--- src/rtl/cpu_pkg.sv ---
// cpu_pkg: shared state enum, opcode/op constants and control encodings for the SimpleRISC sequencer
package cpu_pkg;
   typedef enum logic [4:0] {
      S_RESET, S_IF, S_IF_LATCH, S_PC_INC, S_DECODE,
      S_WR_IMM, S_GET_A, S_GET_B, S_EXEC, S_EXEC_CMP, S_EXEC_PASS, S_WR_RD,
      S_ADDR, S_LD_ADDR, S_MEM_RD, S_MEM_RD_LATCH, S_GET_RD, S_PASS_B, S_MEM_WR,
      S_HALT
   } state_t;
   localparam logic [2:0] OPC_MOV = 3'b110;
   localparam logic [2:0] OPC_ALU = 3'b101;
   localparam logic [2:0] OPC_LDR = 3'b011;
   localparam logic [2:0] OPC_STR = 3'b100;
   localparam logic [1:0] OP_MOV_REG = 2'b00;
   localparam logic [1:0] OP_MOV_IMM = 2'b10;
   localparam logic [1:0] OP_CMP = 2'b01;
   localparam logic [1:0] OP_MVN = 2'b11;
   localparam logic [1:0] OP_MEM = 2'b00;
   localparam logic [2:0] NSEL_NONE = 3'b000;
   localparam logic [2:0] NSEL_RN = 3'b100;
   localparam logic [2:0] NSEL_RD = 3'b010;
   localparam logic [2:0] NSEL_RM = 3'b001;
   localparam logic [1:0] VSEL_C = 2'b00;
   localparam logic [1:0] VSEL_IMM = 2'b10;
   localparam logic [1:0] VSEL_MDATA = 2'b11;
   localparam logic [1:0] CMD_NONE = 2'b00;
   localparam logic [1:0] CMD_READ = 2'b01;
   localparam logic [1:0] CMD_WRITE = 2'b10;
endpackage

--- src/rtl/cpu_sequencer.sv ---
// cpu_sequencer: multi-cycle fetch/decode/execute Moore sequencer for the SimpleRISC CPU
module cpu_sequencer
   import cpu_pkg::*;
(
   input  logic       clk,
   input  logic       reset,
   input  logic [2:0] opcode,
   input  logic [1:0] op,
   input  logic       mem_ready,
   output logic       reset_pc,
   output logic       load_pc,
   output logic       addr_sel,
   output logic       load_ir,
   output logic       load_addr,
   output logic [1:0] mem_cmd,
   output logic [2:0] nsel,
   output logic [1:0] vsel,
   output logic       loada,
   output logic       loadb,
   output logic       asel,
   output logic       bsel,
   output logic       loadc,
   output logic       loads,
   output logic       write,
   output logic       halted
);
   state_t state, next;

   // state register; reset low abandons any instruction or memory wait at once
   always_ff @(posedge clk or negedge reset)
      if (!reset) state <= S_RESET;
      else state <= next;

   // next state; opcode/op are stable from the IR for the whole instruction after IF_LATCH
   always_comb begin
      next = state;
      case (state)
         S_RESET:        next = S_IF;
         S_IF:           next = mem_ready ? S_IF_LATCH : S_IF;
         S_IF_LATCH:     next = S_PC_INC;
         S_PC_INC:       next = S_DECODE;
         S_DECODE:
            if (opcode == OPC_MOV && op == OP_MOV_IMM) next = S_WR_IMM;
            else if ((opcode == OPC_MOV && op == OP_MOV_REG) || (opcode == OPC_ALU && op == OP_MVN)) next = S_GET_B;
            else if (opcode == OPC_ALU || ((opcode == OPC_LDR || opcode == OPC_STR) && op == OP_MEM)) next = S_GET_A;
            else next = S_HALT;
         S_GET_A:        next = (opcode == OPC_ALU) ? S_GET_B : S_ADDR;
         S_GET_B:        next = (opcode == OPC_MOV || op == OP_MVN) ? S_EXEC_PASS : (op == OP_CMP ? S_EXEC_CMP : S_EXEC);
         S_EXEC:         next = S_WR_RD;
         S_EXEC_PASS:    next = S_WR_RD;
         S_EXEC_CMP:     next = S_IF;
         S_WR_RD:        next = S_IF;
         S_WR_IMM:       next = S_IF;
         S_ADDR:         next = S_LD_ADDR;
         S_LD_ADDR:      next = (opcode == OPC_LDR) ? S_MEM_RD : S_GET_RD;
         S_MEM_RD:       next = mem_ready ? S_MEM_RD_LATCH : S_MEM_RD;
         S_MEM_RD_LATCH: next = S_IF;
         S_GET_RD:       next = S_PASS_B;
         S_PASS_B:       next = S_MEM_WR;
         S_MEM_WR:       next = mem_ready ? S_IF : S_MEM_WR;
         S_HALT:         next = S_HALT;
         default:        next = S_RESET;
      endcase
   end

   // Moore output decode from the state register alone
   always_comb begin
      reset_pc = 1'b0;
      load_pc = 1'b0;
      addr_sel = 1'b0;
      load_ir = 1'b0;
      load_addr = 1'b0;
      mem_cmd = CMD_NONE;
      nsel = NSEL_NONE;
      vsel = VSEL_C;
      loada = 1'b0;
      loadb = 1'b0;
      asel = 1'b0;
      bsel = 1'b0;
      loadc = 1'b0;
      loads = 1'b0;
      write = 1'b0;
      halted = 1'b0;
      case (state)
         S_RESET: begin
            reset_pc = 1'b1;
            load_pc = 1'b1;
         end
         S_IF: begin
            addr_sel = 1'b1;
            mem_cmd = CMD_READ;
         end
         S_IF_LATCH: begin
            addr_sel = 1'b1;
            mem_cmd = CMD_READ;
            load_ir = 1'b1;
         end
         S_PC_INC: load_pc = 1'b1;
         S_WR_IMM: begin
            nsel = NSEL_RN;
            vsel = VSEL_IMM;
            write = 1'b1;
         end
         S_GET_A: begin
            nsel = NSEL_RN;
            loada = 1'b1;
         end
         S_GET_B: begin
            nsel = NSEL_RM;
            loadb = 1'b1;
         end
         S_EXEC: loadc = 1'b1;
         S_EXEC_CMP: loads = 1'b1;
         S_EXEC_PASS: begin
            asel = 1'b1;
            loadc = 1'b1;
         end
         S_WR_RD: begin
            nsel = NSEL_RD;
            vsel = VSEL_C;
            write = 1'b1;
         end
         S_ADDR: begin
            bsel = 1'b1;
            loadc = 1'b1;
         end
         S_LD_ADDR: load_addr = 1'b1;
         S_MEM_RD: mem_cmd = CMD_READ;
         S_MEM_RD_LATCH: begin
            mem_cmd = CMD_READ;
            nsel = NSEL_RD;
            vsel = VSEL_MDATA;
            write = 1'b1;
         end
         S_GET_RD: begin
            nsel = NSEL_RD;
            loadb = 1'b1;
         end
         S_PASS_B: begin
            asel = 1'b1;
            loadc = 1'b1;
         end
         S_MEM_WR: mem_cmd = CMD_WRITE;
         S_HALT: halted = 1'b1;
         default: ;
      endcase
   end
endmodule

--- config.mk ---
export PLATFORM = sky130hd
export DESIGN_NAME = cpu_sequencer
export DESIGN_NICKNAME = d
export VERILOG_FILES = /design/src/rtl/cpu_pkg.sv /design/src/rtl/cpu_sequencer.sv
export SDC_FILE = /design/constraint.sdc
export NUM_CORES = 1
export LEC_CHECK = 0
export BUFFER_PORTS_ARGS = -buffer_cell sky130_fd_sc_hd__buf_2
export CORE_UTILIZATION = 35
export DETAILED_ROUTE_END_ITERATION = 10
export SLEW_MARGIN = 20
export SYNTH_ARGS = -nofsm -noshare
export SYNTH_HDL_FRONTEND = slang
export SYNTH_SLANG_ARGS = --single-unit
--- constraint.sdc ---
create_clock -name clk -period 3.7 [get_ports clk]
set_input_delay 0.185 -clock clk [delete_from_list [all_inputs] [get_ports clk]]
set_output_delay 0.185 -clock clk [all_outputs]
set_load 0.02 [all_outputs]
==> results of run 1 <==
worst register-to-register path, delay by kind of cell (launching register included):
family | cells | cell delay (ns)
flip-flops | 1 | 0.58
AND/OR/NAND/NOR | 3 | 1.06
AO/OA/AOI/OAI | 1 | 0.08
worst paths after layout:
check	slack, ns	depth (start not counted)	from	end
worst max-delay path	1.66	5	state[3]	mem_cmd[0]
worst min-delay path	0.29	2	reset	state[3]
worst max register to register	1.91	4	state[3]	state[0]
worst min register to register	0.75	1	state[4]	state[2]
max in group asynchronous	3.28	2	reset	state[2]
min in group clk	0.33	3	op[1]	state[0]
synthesized netlist by cell type, drive strengths merged:
cell type,number
mux2,1
clkbuf,6
xnor2,1
nor3,2
a31o,1
nor4b,1
nor4,2
o21bai,1
or3b,1
o211ai,3
dfrtp,5
a31oi,5
o32ai,1
nor2b,7
nor3b,4
or4b,1
and3b,1
inv,5
nand3,3
a21oi,5
o22ai,4
buf,5
nand3b,4
nand2,6
o221ai,1
nor2,18
or3,1
o2bb2ai,1
nand2b,4
o31ai,1
a211oi,1
o21ai,10
and3,1
o21a,2
a211o,1
or2,1
report_power, final:
group          leakage [nW]  switching (mW)  internal [mW]
Clock                0.0150          0.0218         0.0407
Sequential           0.0640          0.0969         0.0761
Combinational         0.330           0.290          0.180
cells by family after synthesis:
logic type / count (synthesis)
AND/OR/NAND/NOR: 57
AO/OA/AOI/OAI: 37
buffers and inverters: 16
flip-flops: 5
XOR/XNOR: 1
multiplexers: 1
layout make-up:
type	instances	area (sq um)	share of cell area [%]
Inverter	5	18.8	2.04
Timing Repair Buffer	28	145	15.7
Multi-Input combinational cell	96	573	62.1
Tap cell	27	33.8	3.66
Clock buffer	4	26.3	2.85
Sequential cell	5	125	13.6
stage by stage:
| step | hold slack (ns) | setup WS, ns | std cells |
|---|---|---|---|
| 6_report | 0.290 | 1.66 | 165 |
| 5_1_grt | 0.293 | 1.51 | 165 |
| 4_1_cts | 0.277 | 1.63 | 165 |
| 3_5_place_dp | 0.00398 | 1.89 | 160 |
| 3_3_place_gp | -0.00127 | 1.95 | 160 |
| 2_1_floorplan | -0.111 | 2.04 | 117 |
routing by layer:
metal	part of all wire, %	track usage [%]	up-vias
li1	-	-	467
met1	46	23.6	423
met2	51	33.1	22
met3	3.3	4.36	0
met4	0	8.82	0
met5	0	0	-
==> results.cfg, run 1 <==
[run]
drv_cap = 0

[place]
dpl_cell_area_sq_um = 886
place_congestion = 0.782
portBuffers = 27
hpwl_um = 1540

[clock_network]
cts_max_level = 1
postCtsHoldBufs = 1
cts_buffer_depth = 2
path_clk_slew_ns = 0.04
clkSinkCount = 5
cts_tree = done
post_cts_resized = 0
cts_made_buffers = 3
cts_root_buf = clkbuf_4
insertion_delay_ns = 0.24
cts_setup_buffers = 0

[synthesis]
seq_area_frac_synth_pct = 16.1
synth_top_cell_by_area = dfrtp_1
synth.avg_cell_area_sq_um = 6.63
yosysTopAreaCellShare_pct = 16.1
synth-compound-area-share_pct = 30.3
ys_types = 39
syn_area_sq_um = 776
ys_seq_elements = 5
synth_area_leaders = dfrtp_1 (16%), nor2_1 (8.7%), o21ai_0 (6.5%)
synth_top_family_by_area = simple AND/OR/NAND/NOR gates
synth_nets = 125
synthMuxAreaShare_pct = 1.45
yosys_warnings = 0
synthCells = 117
synth-xor-area-share_pct = 1.13
synthSimpleGateAreaFrac_pct = 41.0
synth_fa_ha_area_share_pct = 0

[final_layout]
largest_reg_flops = 5
final_common_cell = buf_2
n_antenna_cell = 0
drive_above_1_share_pct = 24.6
design_area_sq_um = 922
fill_cells = 233
synthToLayoutAreaGrowth_pct = 18.9
nets = 147
layout_common_cells = buf_2 (27), nor2_1 (18), o21ai_0 (10), nor2b_1 (7), nand2_1 (6)
largest_register = state
fin_util_pct = 45.6
reg_top3 = state (5)

[critical_path]
crit_chain = or3_1 -> o21ai_0 -> nand2_1 -> o21ai_0 -> buf_2
cpMostUsedCell = o21ai_0
crit_slowest_cell = dfrtp_1
cp_top_family = simple AND/OR/NAND/NOR gates
crit_type = flop to output port
arrival_ns = 1.86
worstSetupEndpointType = output port
crit_buf_inv = 1
cp-start-kind = flop
slowest_delay_ns = 0.58
required_ns = 3.51
worstPathMaxFanout = 19

[route]
first_pass_iters = 4
route.detailed.drc = 0
drt_iter0_drc = 19
vias_per_cell = 5.53
drtAntennaViolNets = 0
drt-total-wl_um = 2150
num_vias = 912
wl_per_cell_um = 13.0

[floorplan]
rows = 16
start_util_pct = 38.4
die_height_um = 49.1
dieArea_sq_um = 2410
io_pins = 28
core_sq_um = 2020
die_w_um = 49.1

[min_path]
hold_class = input pin to asynchronous set/reset pin

[sta]
period_needed_ns = 2.04
slew_headroom_pct = 62.3
finalSetupViolCount = 0
finalClockSkew_ns = 0.00145
slew_viol_final = 0
rsz0062_at_grt = false
fmax_mhz = 489
finalSetupTns_ns = 0
post-route-period-util_pct = 55.3
hold_violations = 0
worst_pin_slew_ns = 0.566

[power_and_ir_drop]
powerDensity_nw_per_um2 = 765
total_power_mw = 0.705
peakVddDrop_mv = 0.349
leakagePower_nw = 0.409

[grt]
grt_max_degree = 21
overflow = 0
grt_pass1_vias = 817
grt_pass1_wl_um = 3710
grt_usage_pct = 19.7
antenna_found_initial = 0

[run_status]
status = complete, no violations
No activity file was read; power rests on OpenSTA's default activity.
==> inputs of run 2 (changes only) <==
--- a/config.mk
+++ b/config.mk
@@ -5,6 +5,7 @@
 export SDC_FILE = /design/constraint.sdc
 export NUM_CORES = 1
 export LEC_CHECK = 0
+export ABC_AREA = 1
 export BUFFER_PORTS_ARGS = -buffer_cell sky130_fd_sc_hd__buf_2
 export CORE_UTILIZATION = 35
 export DETAILED_ROUTE_END_ITERATION = 10
==> constraint.sdc (replaced) <==
create_clock -name clk -period 2.1 [get_ports clk]
set_input_delay 0.105 -clock clk [delete_from_list [all_inputs] [get_ports clk]]
set_output_delay 0.105 -clock clk [all_outputs]
set_load 0.02 [all_outputs]
==> run 2 against run 1 <==
  * Clock power is 71% higher
  * Power is 53% higher
  * Die area is 11% lower
  * Sequential power is 21% higher
  * Synthesized cell count is 8.5% higher
  * Global-route usage is 1.5 points higher
  * Via count is 3.0% lower
  * Wire length is 5.7% lower
  * First-iteration DRC count is 120% higher
  * Largest cell class unchanged
==> results.cfg, run 2 <==
[clock_network]
clkSinkCount = 5
cts_root_buf = clkbuf_4
post_cts_resized = 0
cts_max_level = 1
cts_buffer_depth = 2
cts_tree = done
insertion_delay_ns = 0.24
path_clk_slew_ns = 0.04
cts_made_buffers = 3

[sta]
hold_violations = 0
rsz0062_at_grt = false
slew_viol_final = 0
fmax_mhz = 561
finalSetupTns_ns = 0
finalSetupViolCount = 0
finalClockSkew_ns = 0.00169
worst_pin_slew_ns = 0.336
post-route-period-util_pct = 85.0
slew_headroom_pct = 77.6
period_needed_ns = 1.78

[synthesis]
yosys_warnings = 0
async_flop_share_pct = 100
synthCells = 127
synth_nets = 135
synth_common_cells = nand2_1 (29), nor2_1 (29), inv_1 (21)
ys_seq_elements = 5
synth_top_cell_by_area = dfrtp_1
synth.avg_cell_area_sq_um = 5.40
ys_types = 18
ys.flop_type = dfrtp_1
syn_area_sq_um = 686
seq_area_frac_synth_pct = 18.2
synth_edf_count = 0
yosysTopAreaCellShare_pct = 18.2
synth_area_leaders = dfrtp_1 (18%), nand2_1 (16%), nor2_1 (16%)

[route]
drt_iter0_drc = 42
vias_per_cell = 4.86
drt-total-wl_um = 2030
num_vias = 885
wl_per_cell_um = 11.1
drtAntennaViolNets = 0
first_pass_iters = 4
route.detailed.drc = 0

[critical_path]
cp_top_family = simple AND/OR/NAND/NOR gates
worstSetupEndpointType = output port
worstPathMaxFanout = 9
crit_type = flop to output port
rrSetupSlack_ns = 0.68
crit_chain = nor2_4 -> inv_1 -> nor3_1 -> nand2_1 -> o31ai_1 -> buf_2
crit_buf_inv = 2
required_ns = 2.00
arrival_ns = 1.68
slowest_delay_ns = 0.43
cp-start-kind = flop
crit_slowest_cell = dfrtp_1

[final_layout]
nets = 166
synthToLayoutAreaGrowth_pct = 26.3
design_area_sq_um = 866
layout_common_cells = nor2_1 (29), nand2_1 (29), buf_2 (27), inv_1 (21), nand3_1 (15)
fin_util_pct = 48.6
drive_above_1_share_pct = 22.3
largest_register = state
fill_cells = 196
n_antenna_cell = 0
reg_top3 = state (5)
largest_reg_flops = 5

[grt]
met3_usage_pct = 3.53
grt_pass1_wl_um = 3240
grt_pass1_vias = 768
use_met2_pct = 36.3
grt.busiest_layer = met2
grt.met1_usage_pct = 27.6
grt_max_degree = 10
overflow = 0
antenna_found_initial = 0
grt_usage_pct = 21.2

[place]
hpwl_um = 1750
place_congestion = 0.993
dpl_cell_area_sq_um = 830
portBuffers = 27

[floorplan]
rows = 15
dieArea_sq_um = 2140
die_w_um = 46.3
io_pins = 28
die_height_um = 46.3
core_sq_um = 1780
start_util_pct = 38.5

[power_and_ir_drop]
powerDensity_nw_per_um2 = 1250
leakagePower_nw = 0.576
peakVddDrop_mv = 0.545

[run]
drv_cap = 0

[min_path]
hold_class = input pin to flop

[run_status]
status = complete, no violations
run 2: changes by cell type in the layout (fill, tap and decap cells not counted), moves of 5 or more:
cell     previous run  this run
nand2_1             6        29
inv_1               5        21
nand3_1             3        15
nor2_1             18        29
nor2b_1             7         0
a31oi_1             5         0
run 2: cells by family after synthesis:
group	after synthesis	synth area share [%]
compound gates	17	13.7
buf+inv	24	15.3
flops	5	18.2
simple gates	81	52.7
run 2: layer usage:
metal	wire length [um]	vias up
li1	-	466
met5	0	-
met4	0	0
met3	108	0
met1	942	382
met2	975	37
run 2: through the flow:
| stage | power [mW] | hold slack, ns | setup slack (ns) | cells |
|---|---|---|---|---|
| final | 1.08 | 0.170 | 0.316 | 182 |
| after floorplan | 0.771 | -0.191 | 0.656 | 127 |
| after global placement | 0.976 | -0.0758 | 0.556 | 177 |
| after detailed placement | 0.964 | -0.0752 | 0.606 | 177 |
| after global routing | 1.19 | 0.190 | 0.182 | 182 |
| after CTS | 1.08 | 0.161 | 0.346 | 182 |
run 2: repair_timing:
item	in CTS	in global routing
buffers inserted	0	0
hold endpoints to repair	5	0
hold buffers	1	0
run 2: final cells by class:
type                       instances  area [sq um]  area share (%)
sequential                         5           125            14.5
clock buffer                       4          26.3            3.03
multi-input combinational         98           455            52.6
tap                               25          31.3            3.61
inverter                          22          82.6            9.54
timing repair buffer              28           145            16.8
run 2: path summary, 6_finish.rpt:
| path | from | to | cells after the start |
|---|---|---|---|
| max | state[3] | asel | 6 |
| min in group asynchronous | reset | state[1] | 2 |
| max reg2reg | state[1] | state[1] | 6 |
| min | opcode[2] | state[4] | 3 |
| min reg2reg | state[0] | state[1] | 4 |
| max in group asynchronous | reset | state[3] | 2 |
run 2: worst reg2reg max path, stage by stage, from the launching register on:
cell and delay (ns):
dfrtp_1 0.53, nand2_1 0.19, nor2_1 0.29, o21ai_0 0.16, nand2_1 0.09, nor2_1 0.04
nand3_1 0.06
run 2: report_power, final:
| group | switching, mW | leakage [nW] | internal (mW) |
|---|---|---|---|
| registers | 0.0752 | 0.0648 | 0.135 |
| logic | 0.516 | 0.496 | 0.245 |
| clock network | 0.0359 | 0.0150 | 0.0716 |
| total | 0.628 | 0.576 | 0.451 |
==> inputs of run 3 (changes only) <==
==> constraint.sdc (replaced) <==
create_clock -name clk -period 1.68 [get_ports clk]
set_input_delay 0.084 -clock clk [delete_from_list [all_inputs] [get_ports clk]]
set_output_delay 0.084 -clock clk [all_outputs]
set_load 0.02 [all_outputs]
==> run 3 against run 2 <==
  * Die area unchanged
  * Sequential share of layout area decreased by 0.13 points
  * Combinational power increased by 31%
  * Non-clock buffer count rose by 2
  * First-iteration DRC count down 48%
  * Sequential cell count stayed put
  * Highest routed layer is now met4
  * Critical path type unchanged
  * Largest cell class unchanged
  * Worst setup slack got worse by 0.25 ns
==> results.cfg, run 3 (synthesis gave the netlist of run 2 again) <==
[run_status]
status = complete, no violations

[final_layout]
final_common_cell = nand2_1
finalNonFillerCells = 184
drive_above_1_share_pct = 25.8
largest_register = state
nets = 168
design_area_sq_um = 891
layout_common_cells = nand2_1 (29), nor2_1 (28), buf_2 (27), inv_1 (21), nand3_1 (15)
synthToLayoutAreaGrowth_pct = 29.9
fill_cells = 198
largest_reg_flops = 5
reg_top3 = state (5)
fin_util_pct = 50.0
n_antenna_cell = 0

[sta]
post-route-period-util_pct = 96.2
finalClockSkew_ns = 0.00148
fmax_mhz = 619
worst_pin_slew_ns = 0.289
slew_viol_final = 0
slew_headroom_pct = 80.6
finalSetupViolCount = 0
period_needed_ns = 1.62
hold_violations = 0
whs_ns = 0.155

[place]
dp_cells = 178
dpl_cell_area_sq_um = 837
portBuffers = 27
place_congestion = 0.884
hpwl_um = 1800

[grt]
antenna_found_initial = 0
grt_max_degree = 10
use_met2_pct = 39.2
overflow = 0
grt_pass1_vias = 800
met3_usage_pct = 4.31
grt_pass1_wl_um = 3270
grt.busiest_layer = met2
grt_usage_pct = 21.3
grt.met1_usage_pct = 26.6

[route]
vias_per_cell = 5.05
drt_iter0_drc = 22
route.detailed.drc = 0
num_vias = 929
drt-total-wl_um = 2170
first_pass_iters = 4
wl_per_cell_um = 11.8
drtAntennaViolNets = 0

[power_and_ir_drop]
powerDensity_nw_per_um2 = 1580
peakVddDrop_mv = 0.673
total_power_mw = 1.40
leakagePower_nw = 0.583

[critical_path]
required_ns = 1.60
arrival_ns = 1.53
cp-start-kind = flop
worstSetupEndpointType = output port
worstPathMaxFanout = 9
crit_type = flop to output port

[floorplan]
dieArea_sq_um = 2140
die_w_um = 46.3
core_sq_um = 1780
start_util_pct = 38.5
die_height_um = 46.3
rows = 15
io_pins = 28

[clock_network]
path_clk_slew_ns = 0.04
insertion_delay_ns = 0.24
cts_root_buf = clkbuf_4
cts_max_level = 1
clkSinkCount = 5
cts_tree = done
cts_buffer_depth = 2
cts_made_buffers = 3

[run]
drv_cap = 0

[min_path]
hold_class = input pin to flop
==> run 3: stage by stage <==
stage / TNS (ns) / setup WS [ns]
finish: 0 / 0.0644
global route: -0.0124 / -0.0124
CTS: 0 / 0.00769
detailed placement: 0 / 0.170
global placement: 0 / 0.173
floorplan: 0 / 0.236
==> run 3: layout make-up <==
| type | count | area (sq um) | share of cell area [%] |
|---|---|---|---|
| clock buffer | 4 | 26.3 | 2.95 |
| timing repair buffer | 30 | 160 | 18.0 |
| sequential | 5 | 128 | 14.3 |
| tap | 25 | 31.3 | 3.51 |
| multi-input combinational | 98 | 463 | 52.0 |
| inverter | 22 | 82.6 | 9.27 |
==> run 3: final timing paths <==
path                            from       end  slack, ns  cells past startpoint
max in group asynchronous      reset  state[1]       1.33                      2
setup / recovery            state[1]   vsel[1]       0.06                      6
hold / removal             opcode[2]  state[4]       0.16                      3
min in group asynchronous      reset  state[3]       0.20                      2
setup reg to reg            state[1]  state[1]       0.27                      6
hold reg to reg             state[4]  state[3]       0.79                      3
==> run 3: power by group <==
part           internal (mW)  leakage (nW)  switching [mW]
Sequential             0.173        0.0621          0.0909
Combinational          0.330         0.506           0.673
Clock                 0.0897        0.0150          0.0485
==> run 3: worst max-delay path, cell delays in order (launching register included) <==
cell and delay [ns]:
dfrtp_2 0.48, nand2_1 0.17, nor2_1 0.08, inv_1 0.09
nor2_1 0.05, or2_2 0.26, buf_2 0.16
==> run 3: per-layer routing <==
layer	vias to the layer above	part of all wire (%)
li1	469	-
met1	411	42
met2	47	51
met3	2	5.9
met4	0	0.46
met5	-	0
==> run 3: what timing repair did <==
item | CTS | global route
pin swaps | 1 | 0
setup buffers | 1 | 0
endpoints found under the setup margin | 2 | 4
gates resized for setup | 0 | 4
hold endpoints to repair | 5 | 0
hold buffers | 1 | 0
